$ cat src/rtl/multi_ch_burst_gen.sv
`timescale 1ns/1ps
// Purpose : round-robin multi-channel (start_addr, length) request engine emitting data-width beats with byte strobes.
// Latency : request handshake in cycle N -> first beat_valid in cycle N+1; one idle (grant) cycle between bursts.
// Backpr. : beat_* held stable while beat_valid && !beat_ready; req_ready held low for the whole burst.
//
// Optional feature macro: ZERO_LEN_ERR_EN -- when defined, a zero-length grant pulses err for one cycle
// (the cycle after the handshake); when undefined, zero-length requests are consumed silently and err is 0.
//
// Ports:
//   clk, rstn                 clock (rising edge) and async active-low reset
//   req_valid/req_ready       per-channel request handshake; req_ready is one-hot or zero
//   req_addr/req_len          packed per-channel start byte address / length in bytes
//   beat_valid/beat_ready     beat handshake
//   beat_addr/strb/last/ch    beat byte address, contiguous byte enables, final-beat flag, owning channel
//   busy                      burst in progress
//   err                       zero-length request pulse (feature-gated)

module multi_ch_burst_gen #(
    parameter int NUM_CH = 4,
    parameter int ADDR_W = 32,
    parameter int DATA_W = 32,
    parameter int LEN_W  = 16,
    localparam int BPB   = DATA_W / 8,
    localparam int OFS_W = (BPB > 1) ? $clog2(BPB) : 1,
    localparam int CH_W  = (NUM_CH > 1) ? $clog2(NUM_CH) : 1
) (
    input  logic                     clk,
    input  logic                     rstn,
    input  logic [NUM_CH-1:0]        req_valid,
    output logic [NUM_CH-1:0]        req_ready,
    input  logic [NUM_CH*ADDR_W-1:0] req_addr,
    input  logic [NUM_CH*LEN_W-1:0]  req_len,
    output logic                     beat_valid,
    input  logic                     beat_ready,
    output logic [ADDR_W-1:0]        beat_addr,
    output logic [BPB-1:0]           beat_strb,
    output logic                     beat_last,
    output logic [CH_W-1:0]          beat_ch,
    output logic                     busy,
    output logic                     err
);

    typedef enum logic {IDLE, RUN} state_t;

    // Per-beat figures derived from the byte offset and remaining length.
    typedef struct packed {
        logic [BPB-1:0]   strb;
        logic             last;
        logic [LEN_W-1:0] n;
    } beat_calc_t;

    function automatic beat_calc_t calc_beat(input logic [OFS_W-1:0] ofs,
                                             input logic [LEN_W-1:0] rem);
        beat_calc_t res;
        int off;
        int room;
        int cnt;
        // Mask keeps BPB==1 correct, where OFS_W is padded to one bit.
        off      = int'(ofs) & (BPB - 1);
        room     = BPB - off;
        res.last = ({1'b0, rem} <= (LEN_W+1)'(room));
        cnt      = res.last ? int'(rem) : room;
        res.n    = LEN_W'(cnt);
        res.strb = '0;
        for (int b = 0; b < BPB; b++) begin
            res.strb[b] = (b >= off) && (b < off + cnt);
        end
        return res;
    endfunction

    state_t             state_q, state_d;
    logic [CH_W-1:0]    rr_q, ch_q, gnt_idx, rr_next;
    logic               gnt_vld;
    logic [NUM_CH-1:0]  gnt_oh;
    logic [ADDR_W-1:0]  sel_addr, addr_q, next_addr;
    logic [LEN_W-1:0]   sel_len, rem_q, n_q, rem_next;
    logic [BPB-1:0]     strb_q;
    logic               last_q;
    logic               grant, beat_hs;
    int                 cand_dist, best_dist;
    beat_calc_t         first_calc, next_calc;

    // Round-robin pick: the valid channel at the smallest wrapped distance from rr_q wins.
    always_comb begin
        gnt_vld   = 1'b0;
        gnt_idx   = '0;
        sel_addr  = '0;
        sel_len   = '0;
        best_dist = NUM_CH;
        cand_dist = 0;
        for (int j = 0; j < NUM_CH; j++) begin
            cand_dist = j - int'(rr_q);
            if (cand_dist < 0) cand_dist = cand_dist + NUM_CH;
            if (req_valid[j] && (cand_dist < best_dist)) begin
                best_dist = cand_dist;
                gnt_vld   = 1'b1;
                gnt_idx   = CH_W'(j);
                sel_addr  = req_addr[j*ADDR_W +: ADDR_W];
                sel_len   = req_len[j*LEN_W +: LEN_W];
            end
        end
    end

    always_comb begin
        gnt_oh = '0;
        for (int j = 0; j < NUM_CH; j++) begin
            gnt_oh[j] = gnt_vld && (gnt_idx == CH_W'(j));
        end
    end

    assign rr_next    = (int'(gnt_idx) == NUM_CH - 1) ? '0 : gnt_idx + CH_W'(1);
    assign grant      = (state_q == IDLE) && gnt_vld;
    assign beat_hs    = (state_q == RUN) && beat_ready;
    // After the first beat every beat starts on a data-width boundary; address wraps naturally.
    assign next_addr  = (addr_q & ~ADDR_W'(BPB - 1)) + ADDR_W'(BPB);
    assign rem_next   = rem_q - n_q;
    assign first_calc = calc_beat(sel_addr[OFS_W-1:0], sel_len);
    assign next_calc  = calc_beat(next_addr[OFS_W-1:0], rem_next);

    always_ff @(posedge clk or negedge rstn) begin
        if (!rstn) begin
            state_q <= IDLE;
        end else begin
            state_q <= state_d;
        end
    end

    always_comb begin
        state_d   = state_q;
        req_ready = '0;
        case (state_q)
            IDLE: begin
                req_ready = gnt_oh;
                // Zero-length grants are consumed in place; no beats follow.
                if (gnt_vld && (sel_len != '0)) state_d = RUN;
            end
            RUN: begin
                if (beat_ready && last_q) state_d = IDLE;
            end
            default: state_d = IDLE;
        endcase
    end

    always_ff @(posedge clk or negedge rstn) begin
        if (!rstn) begin
            rr_q   <= '0;
            ch_q   <= '0;
            addr_q <= '0;
            rem_q  <= '0;
            n_q    <= '0;
            strb_q <= '0;
            last_q <= 1'b0;
        end else if (grant) begin
            rr_q   <= rr_next;
            ch_q   <= gnt_idx;
            addr_q <= sel_addr;
            rem_q  <= sel_len;
            n_q    <= first_calc.n;
            strb_q <= first_calc.strb;
            last_q <= first_calc.last;
        end else if (beat_hs) begin
            addr_q <= next_addr;
            rem_q  <= rem_next;
            n_q    <= next_calc.n;
            strb_q <= next_calc.strb;
            last_q <= next_calc.last;
        end
    end

`ifdef ZERO_LEN_ERR_EN
    logic err_q;

    always_ff @(posedge clk or negedge rstn) begin
        if (!rstn) begin
            err_q <= 1'b0;
        end else begin
            err_q <= grant && (sel_len == '0);
        end
    end

    assign err = err_q;
`else
    assign err = 1'b0;
`endif

    assign beat_valid = (state_q == RUN);
    assign busy       = (state_q == RUN);
    assign beat_addr  = addr_q;
    assign beat_strb  = strb_q;
    assign beat_last  = last_q;
    assign beat_ch    = ch_q;

endmodule

$ cat config.mk
export PLATFORM = sky130hd
export DESIGN_NAME = multi_ch_burst_gen
export DESIGN_NICKNAME = d
export VERILOG_FILES = /design/src/rtl/multi_ch_burst_gen.sv
export SDC_FILE = /design/constraint.sdc
export NUM_CORES = 1
export LEC_CHECK = 0
export ABC_AREA = 1
export CORE_MARGIN = 4
export CORE_UTILIZATION = 23
export CTS_BUF_LIST = sky130_fd_sc_hd__clkbuf_4
export DETAILED_ROUTE_END_ITERATION = 8
export GPL_TIMING_DRIVEN = 1
export SLEW_MARGIN = 20
export SYNTH_ARGS = -nofsm -noshare
export SYNTH_HDL_FRONTEND = slang
export SYNTH_SLANG_ARGS = --single-unit
$ cat constraint.sdc
create_clock -name clk -period 17.8 [get_ports clk]
set_clock_uncertainty 0.1 [all_clocks]
set_input_delay 1.78 -clock clk [delete_from_list [all_inputs] [get_ports clk]]
set_output_delay 1.78 -clock clk [all_outputs]
set_load 0.1 [all_outputs]
Word level (Yosys, flattened, before mapping)
Cells that the tools add are included.
{ "totals": {"ff_bits": 74, "latchBits": 0, "ramBits": 0, "rom_bits": 0, "wordCells": 116, "mem_count": 0} }
{ "op_classes": {"add_sub_neg": 15, "n_mul": 0, "div_mod_pow": 0, "n_lt_le_gt_ge": 26, "eq_ne": 4, "shift": 0, "n_mux": 39, "bitwise": 1, "reduce_logical": 23} }
{ "op_table": {"columns": ["op", "n"], "rows": [
  ["$mux W32", 15],
  ["$lt A3 B32 Y1 const A", 4],
  ["$mux W16", 8],
  ["$lt A32 B32 Y1", 3],
  ["$add A3 B32 Y32", 2],
  ["$lt A1 B32 Y1 const A", 2],
  ["$lt A2 B32 Y1 const A", 2],
  ["$le A16 B17 Y1", 2],
  ["$add A32 B3 Y32 const B", 1],
  ["$lt A32 B4 Y1 const B", 1],
  ["$add A3 B4 Y5 const B", 4],
  ["$logic_and A1 B1 Y1", 20],
  ["$reduce_bool A16 Y1", 1],
  ["$sub A16 B16 Y16", 1],
  ["$lt A3 B1 Y1 const B", 4],
  ["$mux W4", 3],
  ["$mux W1", 9],
  ["$ge A1 B2 Y1 const A", 4],
  ["$ge A2 B2 Y1 const A", 4],
  ["$sub A3 B2 Y4 const A", 2],
  ["$mux W2", 3],
  ["$sub A1 B2 Y3 const A", 2],
  ["$sub A2 B2 Y3 const A", 2],
  ["$eq A2 B1 Y1 const B", 2],
  ["other kinds (6)", 7]
]} }

Logic depth before layout (Yosys ltp)
{ "depth": {"ltp_word": 22, "ltp_mapped": 48} }

Worst setup path after synthesis
No wires, ideal clock.
{ "synth_timing": {"path_kind": "in2out", "startpoint": "input req_valid[0]", "endpoint": "output req_ready[1]", "t_arrival_ns": 6.570, "path_slack_ns": 9.350, "stages": 29, "path_cell_list": "o21ai_1 -> nand2_2 -> buf_2 -> buf_1 -> clkbuf_1 -> o21ai_0 -> o21ai_0 -> ha_1 -> inv_1 -> nor2_1 -> nand2_1 -> nand3_2 -> buf_6 -> buf_2 -> nand2_1 -> o21ai_0 -> ha_1 -> inv_1 -> nor2_2 -> nand2_4 -> nand3_4 -> buf_6 -> buf_2 -> clkbuf_1 -> nand2_1 -> inv_1 -> ha_1 -> inv_1 -> nor2_1"} }
{ "synth_via": {"elab_chain_cells": 14} }
{ "synth_rtl": {"columns": ["item", "line_no", "source"], "rows": [
  ["start, declared", "29", "input logic [NUM_CH-1:0] req_valid,"],
  ["$logic_and A1 B1 Y1 *", "94", "if (req_valid[j] && (cand_dist < best_dist)) begin"],
  ["$mux W32 *", "94", null],
  ["$lt A32 B32 Y1", "94", null],
  ["$logic_and A1 B1 Y1", "94", null],
  ["$mux W32 *", "94", null],
  ["$lt A32 B32 Y1", "94", null],
  ["$logic_and A1 B1 Y1", "94", null],
  ["$mux W32", "94", null],
  ["$lt A32 B32 Y1", "94", null],
  ["$logic_and A1 B1 Y1", "94", null],
  ["$mux W2 *", "94", null],
  ["net gnt_idx[1]", "72", "logic [CH_W-1:0] rr_q, ch_q, gnt_idx, rr_next;"],
  ["$eq A2 B1 Y1 *", "107", "gnt_oh[j] = gnt_vld && (gnt_idx == CH_W'(j));"],
  ["$logic_and A1 B1 Y1 *", "107", null],
  ["$mux W4 *", "131", "case (state_q)"],
  ["end, declared", "30", "output logic [NUM_CH-1:0] req_ready,"]
]} }
Mark *: on every way through the listed nets, which the timed path passes. The rest lies on a longest branch.

Final worst setup path
{ "layout_timing": {"startpoint": "input req_valid[0]", "endpoint": "output req_ready[0]"} }
{ "layout_via": {"elab_chain_cells": 14} }
{ "layout_rtl": {"columns": ["item", "line_no"], "rows": [
  ["$logic_and A1 B1 Y1 *", "94"],
  ["$mux W32 *", "94"],
  ["$lt A32 B32 Y1", "94"],
  ["$logic_and A1 B1 Y1", "94"],
  ["$mux W32", "94"],
  ["$lt A32 B32 Y1", "94"],
  ["$logic_and A1 B1 Y1", "94"],
  ["$mux W32", "94"],
  ["$lt A32 B32 Y1", "94"],
  ["$logic_and A1 B1 Y1", "94"],
  ["$mux W2 *", "94"],
  ["net gnt_idx[0]", "72"],
  ["$logic_not A2 Y1 *", "107"],
  ["$logic_and A1 B1 Y1 *", "107"],
  ["$mux W4 *", "131"]
]} }
Marks and branches as above.

==> flow_metrics.py <==
metrics = {
    "floorplanning": {
        "ioPinCount": 245,
        "coreArea_sq_um": 28780,
        "die_width_microns": 179.0,
        "die_h_microns": 179.0,
        "dieArea_sq_um": 32060,
        "rows": 62,
        "start_util": 0.2338,
    },
    "cts": {
        "path_clk_slew_ns": 0.11,
        "cts_root_buffer": "clkbuf_4",
        "postCtsHoldBufs": 0,
        "post-cts-setup-buffers": 0,
        "clock_sinks": 74,
        "cts_max_level": 3,
        "clock_path_buffers": 2,
        "cts_tree": "built",
        "insertion_delay_ns": 0.47,
        "numCtsBuffers": 9,
        "post_cts_resized": 0,
    },
    "detailed_routing": {
        "vias": 7723,
        "via_per_inst": 4.863,
        "detail_route.wl_per_cell_microns": 17.13,
        "drtPass1Iterations": 5,
        "drtIter0Drc": 613,
        "drtAntennaViolNets": 0,
        "drc": 0,
        "wl_microns": 27210,
    },
    "critical_path": {
        "required_ns": 15.92,
        "worst-setup-path-type": "in -> out",
        "cp_top_family": "buffers and inverters",
        "slowest_delay_ns": 1.15,
        "reg2reg_depth": 41,
        "reg2reg_to": "beat_strb[0]$_DFFE_PN0P_",
        "endpoint_kind": "primary output",
        "cp_num_buf_inv": 8,
        "crit_path_start_kind": "primary input",
        "r2r_slack_ns": 10.28,
        "crit_path_top_delay_cell": "clkdlybuf4s50_1",
        "r2r_start": "rr_q[0]$_DFFE_PN0P_",
        "crit_arrival_ns": 7.61,
        "path_max_fanout": 86,
    },
    "sta": {
        "setup_viol": 0,
        "drv_slew": 0,
        "finalCriticalPeriod_ns": 9.487,
        "worst_pin_slew_ns": 1.103,
        "hold-worst-slack_ns": 0.4088,
        "max_freq_mhz": 105.4,
        "tns_ns": 0,
        "rsz0062_at_grt": "false",
        "max_slew_margin": 0.2625,
        "min_period_over_period": 0.5330,
        "finalHoldViolations": 0,
    },
    "yosys": {
        "syn_area_per_cell_sq_um": 6.770,
        "ys_ff_latch": 74,
        "yosys_most_used_dff": "dfrtp_1",
        "syn-cell-area_sq_um": 6729,
        "synth_edf_count": 0,
        "synth_top_area_frac": 0.2752,
        "yosysUniqueCellTypes": 48,
        "netlist_top_cells_count": "nand2_1, nor2_1, inv_1",
        "synth_top_area_cell": "dfrtp_1",
        "yosysMostFrequentCell": "nand2_1",
        "synth-seq-area-share": 0.2752,
        "yosys-top-cells-area": "dfrtp_1, nand2_1, nor2_1",
        "synthCells": 994,
        "async_flop_share": 1.000,
        "syn_nets": 1224,
        "yosys_warnings": 0,
    },
    "global_routing": {
        "antenna_found_initial": 2,
        "gr-total-overflow": 0,
        "grt_pass1_vias": 7481,
        "grt_pass1_wl_microns": 41620,
        "grt.total_usage": 0.1642,
        "grt_max_degree": 87,
    },
    "worst_hold_path": {
        "holdPathStages": 2,
        "hold_end": "n_q[8]$_DFFE_PN0P_",
        "hold_path_startpoint": "n_q[8]$_DFFE_PN0P_",
        "hp-class": "reg -> reg",
    },
    "place": {
        "io_buffers": 243,
        "hpwl_microns": 20820,
        "placed_area_sq_um": 9419,
        "gp_congestion": 0.9167,
        "dp_cells": 1570,
    },
    "pwr": {
        "power_switching_mw": 0.8232,
        "swShare": 0.5851,
        "power_leakage_nw": 4.000,
        "ir_drop_v": 0.00008233,
        "intPower_mw": 0.5837,
        "cellPowerDensity_nw_per_um2": 147.2,
        "pwr-share-seq": 0.189,
        "pwr-share-comb": 0.734,
        "clkPwrFrac": 0.077,
    },
    "cells_and_area": {
        "final_cells": 1588,
        "areaGrowthSynthToFinish_pct": 42.02,
        "drive_gt1_frac": 0.05745,
        "fin_util": 0.3321,
        "final_area_sq_um": 9557,
        "num-nets-final": 1427,
    },
    "run_status": {
        "outcome": "completed",
    },
    "flow_run": {
        "drv_cap": 0,
    },
}
[power groups by stage]
| stage | registers [mW] | clock network, mW | logic [mW] |
|---|---|---|---|
| after floorplan | 0.451 | 0 | 0.577 |
| after global placement | 0.266 | 0 | 1.02 |
| after detailed placement | 0.268 | 0 | 1.03 |
| after CTS | 0.265 | 0.112 | 1.03 |
| after global routing | 0.272 | 0.118 | 1.13 |
| final | 0.266 | 0.108 | 1.03 |
[how the worst max path moves through the flow]
stage / start / to / cells past startpoint
after CTS: req_valid[0] / req_ready[0] / 25
final: req_valid[0] / req_ready[0] / 25
after global placement: req_valid[0] / req_ready[0] / 25
after floorplan: req_valid[0] / req_ready[1] / 29
after global routing: req_valid[0] / req_ready[0] / 25
after detailed placement: req_valid[0] / req_ready[0] / 25
[layout by cell type (no fill, tap or decap), drive strengths merged, types with 2 or more instances in the layout]
master	Yosys	routed
o311ai	30	30
buf	28	11
nor3	11	11
o211ai	39	39
a31oi	24	24
xnor2	11	11
or2	4	4
dfrtp	74	74
o21ai	69	69
clkdlybuf4s50	0	241
diode	0	3
fa	2	2
nor2	119	119
nand2	225	225
nand3	67	67
xor2	15	15
clkbuf	32	11
a21oi	69	69
nand4	12	12
nor4	4	4
a22oi	7	7
nand3b	3	3
ha	29	29
inv	101	101
o221ai	11	11
clkinv	0	3
[state kept, by name, summed over array words and instances (netlist names)]
name and count:
beat_addr 32, beat_strb 4, rem_q 16, beat_valid 1, beat_last 1, n_q 16
beat_ch 2, rr_q 2
[tightest hold or removal path, stage by stage (launching register included)]
cell	delay, ns
dfrtp_1	0.34
inv_1	0.05
nor2_1	0.09
[metal layers]
metal  wire, microns  track usage  vias to the layer above
met5               0            0                        -
met4             669      0.05437                        0
met3            1696      0.02488                       43
met2           12100       0.2497                      305
met1           12750       0.2372                     3556
li1                -            -                     3819
[final cells by class]
type / instances / area [sq um]
fill: 3023 / 19220
multi-input combinational: 759 / 4215
timing repair buffer: 252 / 2496
sequential: 74 / 1852
tap: 384 / 480.5
inverter: 101 / 379.1
clock buffer: 11 / 82.58
clock inverter: 4 / 43.79
antenna: 3 / 7.507
[kinds of logic (layout without fill, tap and decap cells)]
| kind of cell | count (synthesis) | after routing | share of synthesized area |
|---|---|---|---|
| other cells | 1 | 4 | 0.0005573 |
| compound gates | 255 | 255 | 0.2380 |
| fa+ha+maj | 31 | 31 | 0.05987 |
| flops | 74 | 74 | 0.2752 |
| buf+inv | 161 | 368 | 0.09873 |
| simple gates | 446 | 446 | 0.2938 |
| xor+xnor | 26 | 26 | 0.03384 |
[stage by stage]
step / setup WS [ns] / power [mW]
5_1_grt: 7.761 / 1.524
2_1_floorplan: 9.350 / 1.028
4_1_cts: 8.248 / 1.411
6_report: 8.313 / 1.407
3_5_place_dp: 8.281 / 1.296
3_3_place_gp: 8.379 / 1.288
Power figures use the tool's default switching activity.
